===== config.mk =====
export PLATFORM = sky130hd
export DESIGN_NAME = ps2_host_tx
export DESIGN_NICKNAME = d
export VERILOG_FILES = /design/src/rtl/ps2_pkg.sv /design/src/rtl/ps2_sync_edge.sv /design/src/rtl/ps2_host_tx.sv
export SDC_FILE = /design/constraint.sdc
export NUM_CORES = 1
export LEC_CHECK = 0
export ABC_AREA = 0
export CAP_MARGIN = 10
export CORE_MARGIN = 5
export CORE_UTILIZATION = 25
export DETAILED_ROUTE_END_ITERATION = 8
export SLEW_MARGIN = 30
export SYNTH_ARGS = -nofsm -noshare
export SYNTH_HDL_FRONTEND = slang
export SYNTH_SLANG_ARGS = --single-unit

===== constraint.sdc =====
create_clock -name clk_i -period 3.7 [get_ports clk_i]
set_input_delay 0.74 -clock clk_i [delete_from_list [all_inputs] [get_ports clk_i]]
set_output_delay 0.74 -clock clk_i [all_outputs]
set_load 0.01 [all_outputs]

===== src/rtl/ps2_pkg.sv =====
// Shared types and helpers for the PS/2 host-to-device transmitter.
// Holds the FSM state encoding, the frame length and the parity function.
package ps2_pkg;

   typedef enum logic [2:0] {
      StIdle,
      StInhibit,
      StRts,
      StData,
      StAck,
      StWaitIdle
   } ps2_state_e;

   // Data bits, parity and stop; the start bit is driven during request-to-send.
   localparam int unsigned FrameLen = 10;

   function automatic logic odd_parity(input logic [7:0] d);
      return ~^d;
   endfunction

endpackage


===== src/rtl/ps2_sync_edge.sv =====
// Two-flop synchronizer, stability filter and one-cycle falling-edge pulse
// for an asynchronous PS/2 line.
module ps2_sync_edge #(
   parameter int unsigned FILTER_CYC = 8
) (
   input  logic clk_i,
   input  logic res_n_i,
   input  logic line_i,
   output logic filt_o,
   output logic fe_o
);

   localparam int unsigned CntW = $clog2(FILTER_CYC) + 1;

   logic [1:0]      sync_q;
   logic            filt_q, filt_d;
   logic            fe_q, fe_d;
   logic [CntW-1:0] cnt_q, cnt_d;

   // Any sample that matches the accepted level restarts the stability count.
   always_comb begin
      filt_d = filt_q;
      cnt_d  = '0;
      fe_d   = 1'b0;
      if (sync_q[1] != filt_q) begin
         if (cnt_q >= CntW'(FILTER_CYC - 1)) begin
            filt_d = sync_q[1];
            fe_d   = filt_q;
         end else begin
            cnt_d = cnt_q + 1'b1;
         end
      end
   end

   always_ff @(posedge clk_i or negedge res_n_i) begin
      if (!res_n_i) begin
         sync_q <= 2'b11;
         filt_q <= 1'b1;
         fe_q   <= 1'b0;
         cnt_q  <= '0;
      end else begin
         sync_q <= {sync_q[0], line_i};
         filt_q <= filt_d;
         fe_q   <= fe_d;
         cnt_q  <= cnt_d;
      end
   end

   assign filt_o = filt_q;
   assign fe_o   = fe_q;

endmodule


===== src/rtl/ps2_host_tx.sv =====
// PS/2 host-to-device transmitter: inhibits the bus, requests to send, shifts a
// byte with odd parity out on device clock falling edges and checks the ack.
module ps2_host_tx
   import ps2_pkg::*;
#(
   parameter int unsigned INHIBIT_CYC = 2400,
   parameter int unsigned TIMEOUT_CYC = 360000,
   parameter int unsigned FILTER_CYC  = 8
) (
   input  logic       clk_i,
   input  logic       res_n_i,
   input  logic [7:0] data_i,
   input  logic       start_i,
   output logic       busy_o,
   output logic       done_o,
   output logic       error_o,
   input  logic       ps2_clk_i,
   input  logic       ps2_dat_i,
   output logic       ps2_clk_oe_o,
   output logic       ps2_dat_oe_o
);

   localparam int unsigned InhW = $clog2(INHIBIT_CYC) + 1;
   localparam int unsigned ToW  = $clog2(TIMEOUT_CYC) + 1;
   localparam int unsigned BitW = $clog2(FrameLen) + 1;

   ps2_state_e          state_q, state_d;
   logic [FrameLen-1:0] frame_q, frame_d;
   logic [BitW-1:0]     bit_q, bit_d;
   logic [InhW-1:0]     inh_q, inh_d, inh_inc;
   logic [ToW-1:0]      tout_q, tout_d, tout_inc;
   logic                dat_oe_q, dat_oe_d;
   logic                done_q, done_d;
   logic                error_q, error_d;
   logic [1:0]          dat_sync_q;
   logic                dat_sync;
   logic                clk_filt, clk_fe;
   logic                inh_done, timeout;

   ps2_sync_edge #(
      .FILTER_CYC(FILTER_CYC)
   ) u_clk_sync (
      .clk_i  (clk_i),
      .res_n_i(res_n_i),
      .line_i (ps2_clk_i),
      .filt_o (clk_filt),
      .fe_o   (clk_fe)
   );

   assign dat_sync = dat_sync_q[1];

   // Both counters saturate instead of wrapping.
   assign inh_inc  = (inh_q == '1) ? inh_q : inh_q + 1'b1;
   assign tout_inc = (tout_q == '1) ? tout_q : tout_q + 1'b1;
   assign inh_done = (inh_inc == InhW'(INHIBIT_CYC));
   assign timeout  = (tout_inc == ToW'(TIMEOUT_CYC));

   always_ff @(posedge clk_i or negedge res_n_i) begin
      if (!res_n_i) begin
         state_q    <= StIdle;
         frame_q    <= '0;
         bit_q      <= '0;
         inh_q      <= '0;
         tout_q     <= '0;
         dat_oe_q   <= 1'b0;
         done_q     <= 1'b0;
         error_q    <= 1'b0;
         dat_sync_q <= 2'b11;
      end else begin
         state_q    <= state_d;
         frame_q    <= frame_d;
         bit_q      <= bit_d;
         inh_q      <= inh_d;
         tout_q     <= tout_d;
         dat_oe_q   <= dat_oe_d;
         done_q     <= done_d;
         error_q    <= error_d;
         dat_sync_q <= {dat_sync_q[0], ps2_dat_i};
      end
   end

   always_comb begin
      state_d  = state_q;
      frame_d  = frame_q;
      bit_d    = bit_q;
      inh_d    = inh_q;
      tout_d   = tout_q;
      dat_oe_d = dat_oe_q;
      done_d   = 1'b0;
      error_d  = 1'b0;
      unique case (state_q)
         StIdle: begin
            dat_oe_d = 1'b0;
            if (start_i) begin
               frame_d = {1'b1, odd_parity(data_i), data_i};
               bit_d   = '0;
               inh_d   = '0;
               tout_d  = '0;
               state_d = StInhibit;
            end
         end
         StInhibit: begin
            inh_d = inh_inc;
            if (inh_done) begin
               dat_oe_d = 1'b1;
               state_d  = StRts;
            end
         end
         StRts: begin
            tout_d  = '0;
            state_d = StData;
         end
         StData, StAck, StWaitIdle: begin
            tout_d = tout_inc;
            // A timeout wins over an edge arriving in the same cycle.
            if (timeout) begin
               dat_oe_d = 1'b0;
               error_d  = 1'b1;
               state_d  = StIdle;
            end else if (state_q == StData) begin
               if (clk_fe) begin
                  dat_oe_d = ~frame_q[0];
                  frame_d  = frame_q >> 1;
                  bit_d    = bit_q + 1'b1;
                  if (bit_q == BitW'(FrameLen - 1)) begin
                     state_d = StAck;
                  end
               end
            end else if (state_q == StAck) begin
               if (clk_fe) begin
                  dat_oe_d = 1'b0;
                  if (dat_sync) begin
                     error_d = 1'b1;
                     state_d = StIdle;
                  end else begin
                     state_d = StWaitIdle;
                  end
               end
            end else if (clk_filt && dat_sync) begin
               done_d  = 1'b1;
               state_d = StIdle;
            end
         end
         default: state_d = StIdle;
      endcase
   end

   always_comb begin
      busy_o       = (state_q != StIdle);
      ps2_clk_oe_o = (state_q == StInhibit) || (state_q == StRts);
      ps2_dat_oe_o = dat_oe_q;
      done_o       = done_q;
      error_o      = error_q;
   end

endmodule


==> reports/summary.txt, run 1 <==
dpl ws: 284 ps
DRT Pass-1 Iters: 5
worst path cell trace: ha_1 -> nand3_1 -> or3_1 -> nand2b_1 -> a31o_1 -> or4b_1 -> o21bai_4 -> nand2_4 -> mux2_4
Crit Path Category: flip-flop to flip-flop
fin crit period: 3480 ps
HP Class: input port to asynchronous set/reset pin
Worst-Margin Slew: 806 ps
clock slew at reported path FFs: 50 ps
Arrival @ worst endpoint: 3680 ps
CTS buffer count: 9
clock skew: 5.37 ps
CP Data Required Time: 3910 ps
post-synth cell types: 59
Buf/Inv on CP: 0
status: finished clean
hpwl dp: 6730 microns
vias per inst: 5.05
H-Tree Depth: 3
RSZ-0062 raised after global routing: no
Tot GR Track Use: 10.8%
multi-input logic area: 2250 sq um
vias in the first global route: 3362
Final setup viols: 0
worst skew pair latency: 330 ps
top-count cell post-synth: nand2_1
# DRC: 0
ANT cells: 0
root buf cell: clkbuf_16
fill count: 1691
Initial DRC Count: 273
Final #Nets: 494
main area contributors after synthesis: dfrtp_1 (37%), nand2_1 (6.3%), o21ai_0 (4.9%)
die area: 18600 sq um
critical path's slowest cell: or4b_1
EDFF count, synth: 0
die width: 136 microns
IO Port Bufs: 17
Resize count post-CTS: 0
CP delay by family, top: simple AND/OR/NAND/NOR gates
flops & latches, synth: 64
sequential area share after synthesis: 40.2%
worst relative slew slack: 46.1%
max cap viols: 0
first-pass GRT wire length: 16500 microns
Rows: 46
CTS sink cnt: 64
CP peak stage delay: 700 ps
via count: 3522
syn nets: 487
GPL Wtd Cong: 0.877
static leakage: 1.85 nW
Max Freq: 288 MHz
CP Max Fanout: 9
Setup WS post-layout: 223 ps
Synth async-reset ratio: 100%
Syn Area/Cell: 8.52 sq um
Post-synth top cells: nand2_1 (67), dfrtp_1 (59), o21ai_0 (39)
Clock Path Buffers: 2
Max IR drop VDD: 0.000176 V
area delta synth->final: 16.7%
WL final: 9570 microns
Non-Filler Instances: 697
IO Count: 18
Register Area: 1610 sq um
Antenna Violating Nets Remaining: 0
largest area contributor in the netlist: dfrtp_1
gr ovfl total: 0
Power Density: 356 nW/um^2
share of cells above drive strength 1: 11.0%
fin crit share: 94.0%
crit end category: flip-flop
dpl cells: 681
CP startpoint kind: flip-flop
Final Hold Viols: 0
Initial Util: 25.3%
core box area: 15800 sq um
Post-CTS Setup Bufs: 0
Avg WL per Cell: 13.7 microns
Die H: 136 microns
initial antenna violation count: 0
Hold Buf Count CTS: 0
CTS tree: done
TNS Setup: 0 ps
top cell type's share of synthesized area: 36.9%
largest net degree at the start of global routing: 55
final core occ: 29.6%
yosys warns: 0
Post-Synthesis Cell Area: 4000 sq um
Top FF cell, synth: dfrtp_1
Syn Inst Count: 469
Final Max Slew Viols: 0
[path summary, 6_finish.rpt]
path	slack [ps]	cells past startpoint	end	startpoint
max	220	9	frame_q[7]$_DFFE_PN0P_	tout_q[0]$_DFFE_PN0P_
min	280	1	inh_q[9]$_DFFE_PN0P_	res_n_i
max reg2reg	220	9	frame_q[7]$_DFFE_PN0P_	tout_q[0]$_DFFE_PN0P_
min reg2reg	350	0	u_clk_sync.sync_q[1]$_DFF_PN1_	u_clk_sync.sync_q[0]$_DFF_PN1_
max in group asynchronous	2470	2	frame_q[1]$_DFFE_PN0P_	res_n_i
min in group clk_i	350	0	u_clk_sync.sync_q[1]$_DFF_PN1_	u_clk_sync.sync_q[0]$_DFF_PN1_
[flip-flops by register name (all words and copies together), names as in the netlist, 2 cells and up]
name / cells
tout_q: 20
inh_q: 13
frame_q: 10
bit_q: 5
u_clk_sync.cnt_q: 4
state_q: 3
dat_sync_q: 2
u_clk_sync.sync_q: 2
[per-layer routing]
metal | track usage, % | wire length, microns | vias to the layer above
met2 | 17.1 | 4430 | 96
met5 | 0 | 0 | -
met3 | 2.37 | 435 | 14
met4 | 4.03 | 149 | 0
li1 | - | - | 1724
met1 | 14.5 | 4560 | 1688
[metrics by stage]
stage / power [mW] / instance area (sq um) / hold WS [ps]
2_1_floorplan: 0.793 / 4000 / 345
3_3_place_gp: 0.831 / 4360 / 351
3_5_place_dp: 0.838 / 4360 / 347
4_1_cts: 1.69 / 4670 / 287
5_1_grt: 1.72 / 4670 / 293
6_report: 1.66 / 4670 / 280
[cells by family (layout without fill, tap and decap cells)]
| kind of cell | after synthesis | count (layout) | share of synthesized area, % |
|---|---|---|---|
| flip-flops | 64 | 64 | 40.2 |
| XOR/XNOR | 16 | 16 | 3.51 |
| AND/OR/NAND/NOR | 218 | 218 | 27.5 |
| multiplexers | 16 | 16 | 5.26 |
| adder cells (fa/ha/maj) | 5 | 5 | 1.56 |
| AO/OA/AOI/OAI | 115 | 115 | 18.3 |
| buffers and inverters | 35 | 47 | 3.63 |
[report_power, final]
part / switching [mW] / total (mW) / internal, mW
sequential: 0.0172 / 0.742 / 0.725
combinational: 0.0430 / 0.0822 / 0.0392
clock: 0.293 / 0.838 / 0.545
total: 0.353 / 1.66 / 1.31
[cell type report]
class	instances	share of cell area (%)
well taps	216	5.79
multi-input cells	370	48.2
inverters	9	0.724
repair buffers	22	4.34
clock buffers	15	6.38
clock inverters	1	0.161
flip-flops and latches	64	34.5
[layout by cell type, fill, tap and decap left out, types with 4 or more instances in the layout]
cell,netlist,layout
o21ai_0,39,39
inv_1,9,9
dfstp_2,5,5
nand3_1,28,28
clkbuf_8,0,5
o31ai_1,11,11
ha_1,5,5
nor4_1,7,7
and3_1,9,9
nand4_1,10,10
xnor2_1,10,10
or2_2,5,5
nand2_1,67,67
mux2_2,4,4
dfrtp_1,59,59
clkbuf_16,0,9
a31oi_1,6,6
nor3_1,16,16
nand2b_1,7,7
nor2_1,36,35
clkdlybuf4s50_1,0,16
or3_1,6,6
o21ai_1,4,4
buf_4,1,5
xor2_1,6,6
and4_1,6,6
mux2_4,9,9
a21oi_1,22,22
Power figures use the tool's default switching activity.
==> inputs of run 2 (changes only) <==
--- a/config.mk
+++ b/config.mk
@@ -10,6 +10,8 @@
 export CORE_MARGIN = 5
 export CORE_UTILIZATION = 25
 export DETAILED_ROUTE_END_ITERATION = 8
+export PLACE_DENSITY = 0.42
+export SETUP_SLACK_MARGIN = 0.05
 export SLEW_MARGIN = 30
 export SYNTH_ARGS = -nofsm -noshare
 export SYNTH_HDL_FRONTEND = slang
==> run 2 against run 1 <==
Net effect: clock power shrank 6.8%; final area shrank 0.32%; clock skew grew 0.87 ps; register-to-register slack gained 140 ps; critical path depth is the same; via count shrank 0.11%; global-route usage grew 1.2 points; clock-buffer cell count shrank 2; largest cell class unchanged; largest power group unchanged; highest routed layer unchanged.
==> reports/summary.txt, run 2 (same netlist as run 1, synthesis figures left out) <==
status: finished clean
area delta synth->final: 16.4%
switching part of the total power: 23.2% (+1.9 points)
Clk pwr share: 48.7% (-1.7 points)
clock skew: 6.24 ps (+0.870 ps)
gr ovfl total: 0 (unchanged)
HP Class: flip-flop to flip-flop
Final #Nets: 496 (+0.40%)
die area: 18600 sq um (unchanged)
CP Max Fanout: 9 (unchanged)
GPL Wtd Cong: 0.804 (-8.3%)
max cap viols: 0 (unchanged)
Initial Util: 25.3% (unchanged)
clock slew at reported path FFs: 60 ps (about the same)
Antenna Violating Nets Remaining: 0 (unchanged)
Register-to-Register Path Depth: 9 (unchanged)
Cell Int Power: 1.23 mW (-5.8%)
die width: 136 microns (unchanged)
Sw Pwr: 372 uW (+5.3%)
share of cells above drive strength 1: 11.2% (+0.16 points)
static leakage: 1.85 nW (-0.33%)
CTS buffer count: 9 (unchanged)
CP startpoint kind: flip-flop
Final Max Slew Viols: 0 (unchanged)
Worst-Margin Slew: 873 ps (+66.4 ps)
Max IR drop VDD: 0.000223 V (+27%)
first-pass GRT wire length: 17600 microns (+6.5%)
RSZ-0062 raised after global routing: no
largest net degree at the start of global routing: 65 (+18%)
# DRC: 0 (unchanged)
Initial DRC Count: 196 (-28%)
Final setup viols: 0 (unchanged)
fin crit share: 90.2% (-3.8 points)
number of flip-flops in the largest register: 20 (unchanged)
Seq pwr share: 46.2% (+1.6 points)
vias in the first global route: 3406 (+1.3%)
Avg WL per Cell: 15.1 microns (+10%)
HP Start: dat_sync_q[0]$_DFF_PN1_
Final Hold Viols: 0 (unchanged)
hpwl dp: 7240 microns (+7.6%)
via count: 3518 (-0.11%)
Tot GR Track Use: 12.1% (+1.2 points)
Power Density: 345 nW/um^2 (-3.1%)
Post-CTS Setup Bufs: 0 (unchanged)
root buf cell: clkbuf_16
commonest non-fill, non-tap cell in the layout: nand2_1
IO Port Bufs: 17 (unchanged)
Crit Path Category: flip-flop to flip-flop
biggest regs: tout_q (20), inh_q (13), frame_q (10)
Resize count post-CTS: 0 (unchanged)
vias per inst: 5.03 (-0.40%)
Clock Path Buffers: 2 (unchanged)
Worst Hold Depth: 0
r2r startpoint: tout_q[0]$_DFFE_PN0P_
CTS sink cnt: 64 (unchanged)
combinational fraction of design power: 5.2% (+0.3 points)
Rows: 46 (unchanged)
IO Count: 18 (unchanged)
most frequent cells in the layout: nand2_1 (67), dfrtp_1 (59), o21ai_0 (39), nor2_1 (35), nand3_1 (28)
Die H: 136 microns (unchanged)
worst relative slew slack: 41.0% (-5.1 points)
final core occ: 29.5% (-0.095 points)
Hold Buf Count CTS: 0 (unchanged)
H-Tree Depth: 3 (unchanged)
r2r setup slk: 360 ps (+140 ps)
Top reg by flops: tout_q
CP Data Required Time: 3920 ps (about the same)
Max Freq: 300 MHz (+4.2%)
TNS Setup: 0 ps (unchanged)
crit end category: flip-flop
core box area: 15800 sq um (unchanged)
DRT Pass-1 Iters: 5 (unchanged)
hold-critical path endpoint: dat_sync_q[1]$_DFF_PN1_
initial antenna violation count: 0 (unchanged)
WL final: 10600 microns (+10%)
CTS tree: done
fin crit period: 3340 ps (-141 ps)
R2R Path End: frame_q[5]$_DFFE_PN0P_
ANT cells: 0 (unchanged)
worst skew pair latency: 340 ps (about the same)
Arrival @ worst endpoint: 3560 ps (-120 ps)
run 2: cell count changes in the layout (fill, tap and decap cells not counted), sizes merged:
cell	delta
clkbuf	-2
buf	+2
clkinv	+2
run 2: area by class of cell:
cell class                 count  area (sq um)
sequential                    64          1610
fill                        1714         11100
multi-input combinational    370          2250
inverter                       9          33.8
clock inverter                 3          17.5
tap                          216           270
timing repair buffer          24           221
clock buffer                  13           250
run 2: worst max path at each step:
| stage | end | slack [ps] | cells after the start | from |
|---|---|---|---|---|
| floorplan | frame_q[0]$_DFFE_PN0P_ | 640 | 11 | tout_q[0]$_DFFE_PN0P_ |
| global placement | frame_q[6]$_DFFE_PN0P_ | 340 | 9 | tout_q[0]$_DFFE_PN0P_ |
| detailed placement | frame_q[1]$_DFFE_PN0P_ | 230 | 9 | tout_q[0]$_DFFE_PN0P_ |
| CTS | frame_q[5]$_DFFE_PN0P_ | 210 | 9 | tout_q[0]$_DFFE_PN0P_ |
| global route | frame_q[5]$_DFFE_PN0P_ | 150 | 9 | tout_q[1]$_DFFE_PN0P_ |
| finish | frame_q[5]$_DFFE_PN0P_ | 360 | 9 | tout_q[0]$_DFFE_PN0P_ |
run 2: per-stage QoR:
| stage | hold WS [ps] | total power [mW] | setup slack, ps | instance area, sq um | cells |
|---|---|---|---|---|---|
| 2_1_floorplan | 345 | 0.793 | 636 | 4000 | 469 |
| 4_1_cts | 356 | 1.65 | 211 | 4640 | 699 |
| 5_1_grt | 359 | 1.69 | 147 | 4650 | 699 |
| 6_report | 354 | 1.61 | 364 | 4650 | 699 |
| 3_5_place_dp | 347 | 0.839 | 232 | 4380 | 683 |
| 3_3_place_gp | 349 | 0.834 | 342 | 4380 | 683 |
run 2: power by group through the flow:
stage	clock, mW	sequential, mW	combinational [mW]
after floorplan	0	0.748	0.0447
after global placement	0	0.752	0.0828
after detailed placement	0	0.753	0.0855
after CTS	0.823	0.741	0.0858
after global routing	0.845	0.744	0.0969
final	0.781	0.741	0.0831
run 2: critical path: stages (launching register included):
cell      delay, ps
dfrtp_1         420
ha_1            300
nand3_1         180
or3_1           520
nand2b_1        300
a31o_1          220
or4b_4          600
o21bai_4        170
nand2_4         150
mux2_4          350
run 2: layer usage:
layer	GRT usage [%]	part of all wire (%)	up-vias
li1	-	-	1726
met1	16.7	51	1707
met2	18.0	44	72
met3	3.07	4.0	13
met4	4.82	1.7	0
met5	0	0	-
==> inputs of run 3 (changes only) <==
--- a/config.mk
+++ b/config.mk
@@ -9,7 +9,9 @@
 export CAP_MARGIN = 10
 export CORE_MARGIN = 5
 export CORE_UTILIZATION = 25
+export CTS_CLUSTER_SIZE = 8
 export DETAILED_ROUTE_END_ITERATION = 8
+export HOLD_SLACK_MARGIN = 0.05
 export PLACE_DENSITY = 0.42
 export SETUP_SLACK_MARGIN = 0.05
 export SLEW_MARGIN = 30
==> results of run 3 <==
The final DEF is identical to that of run 2; final timing and power are the same.
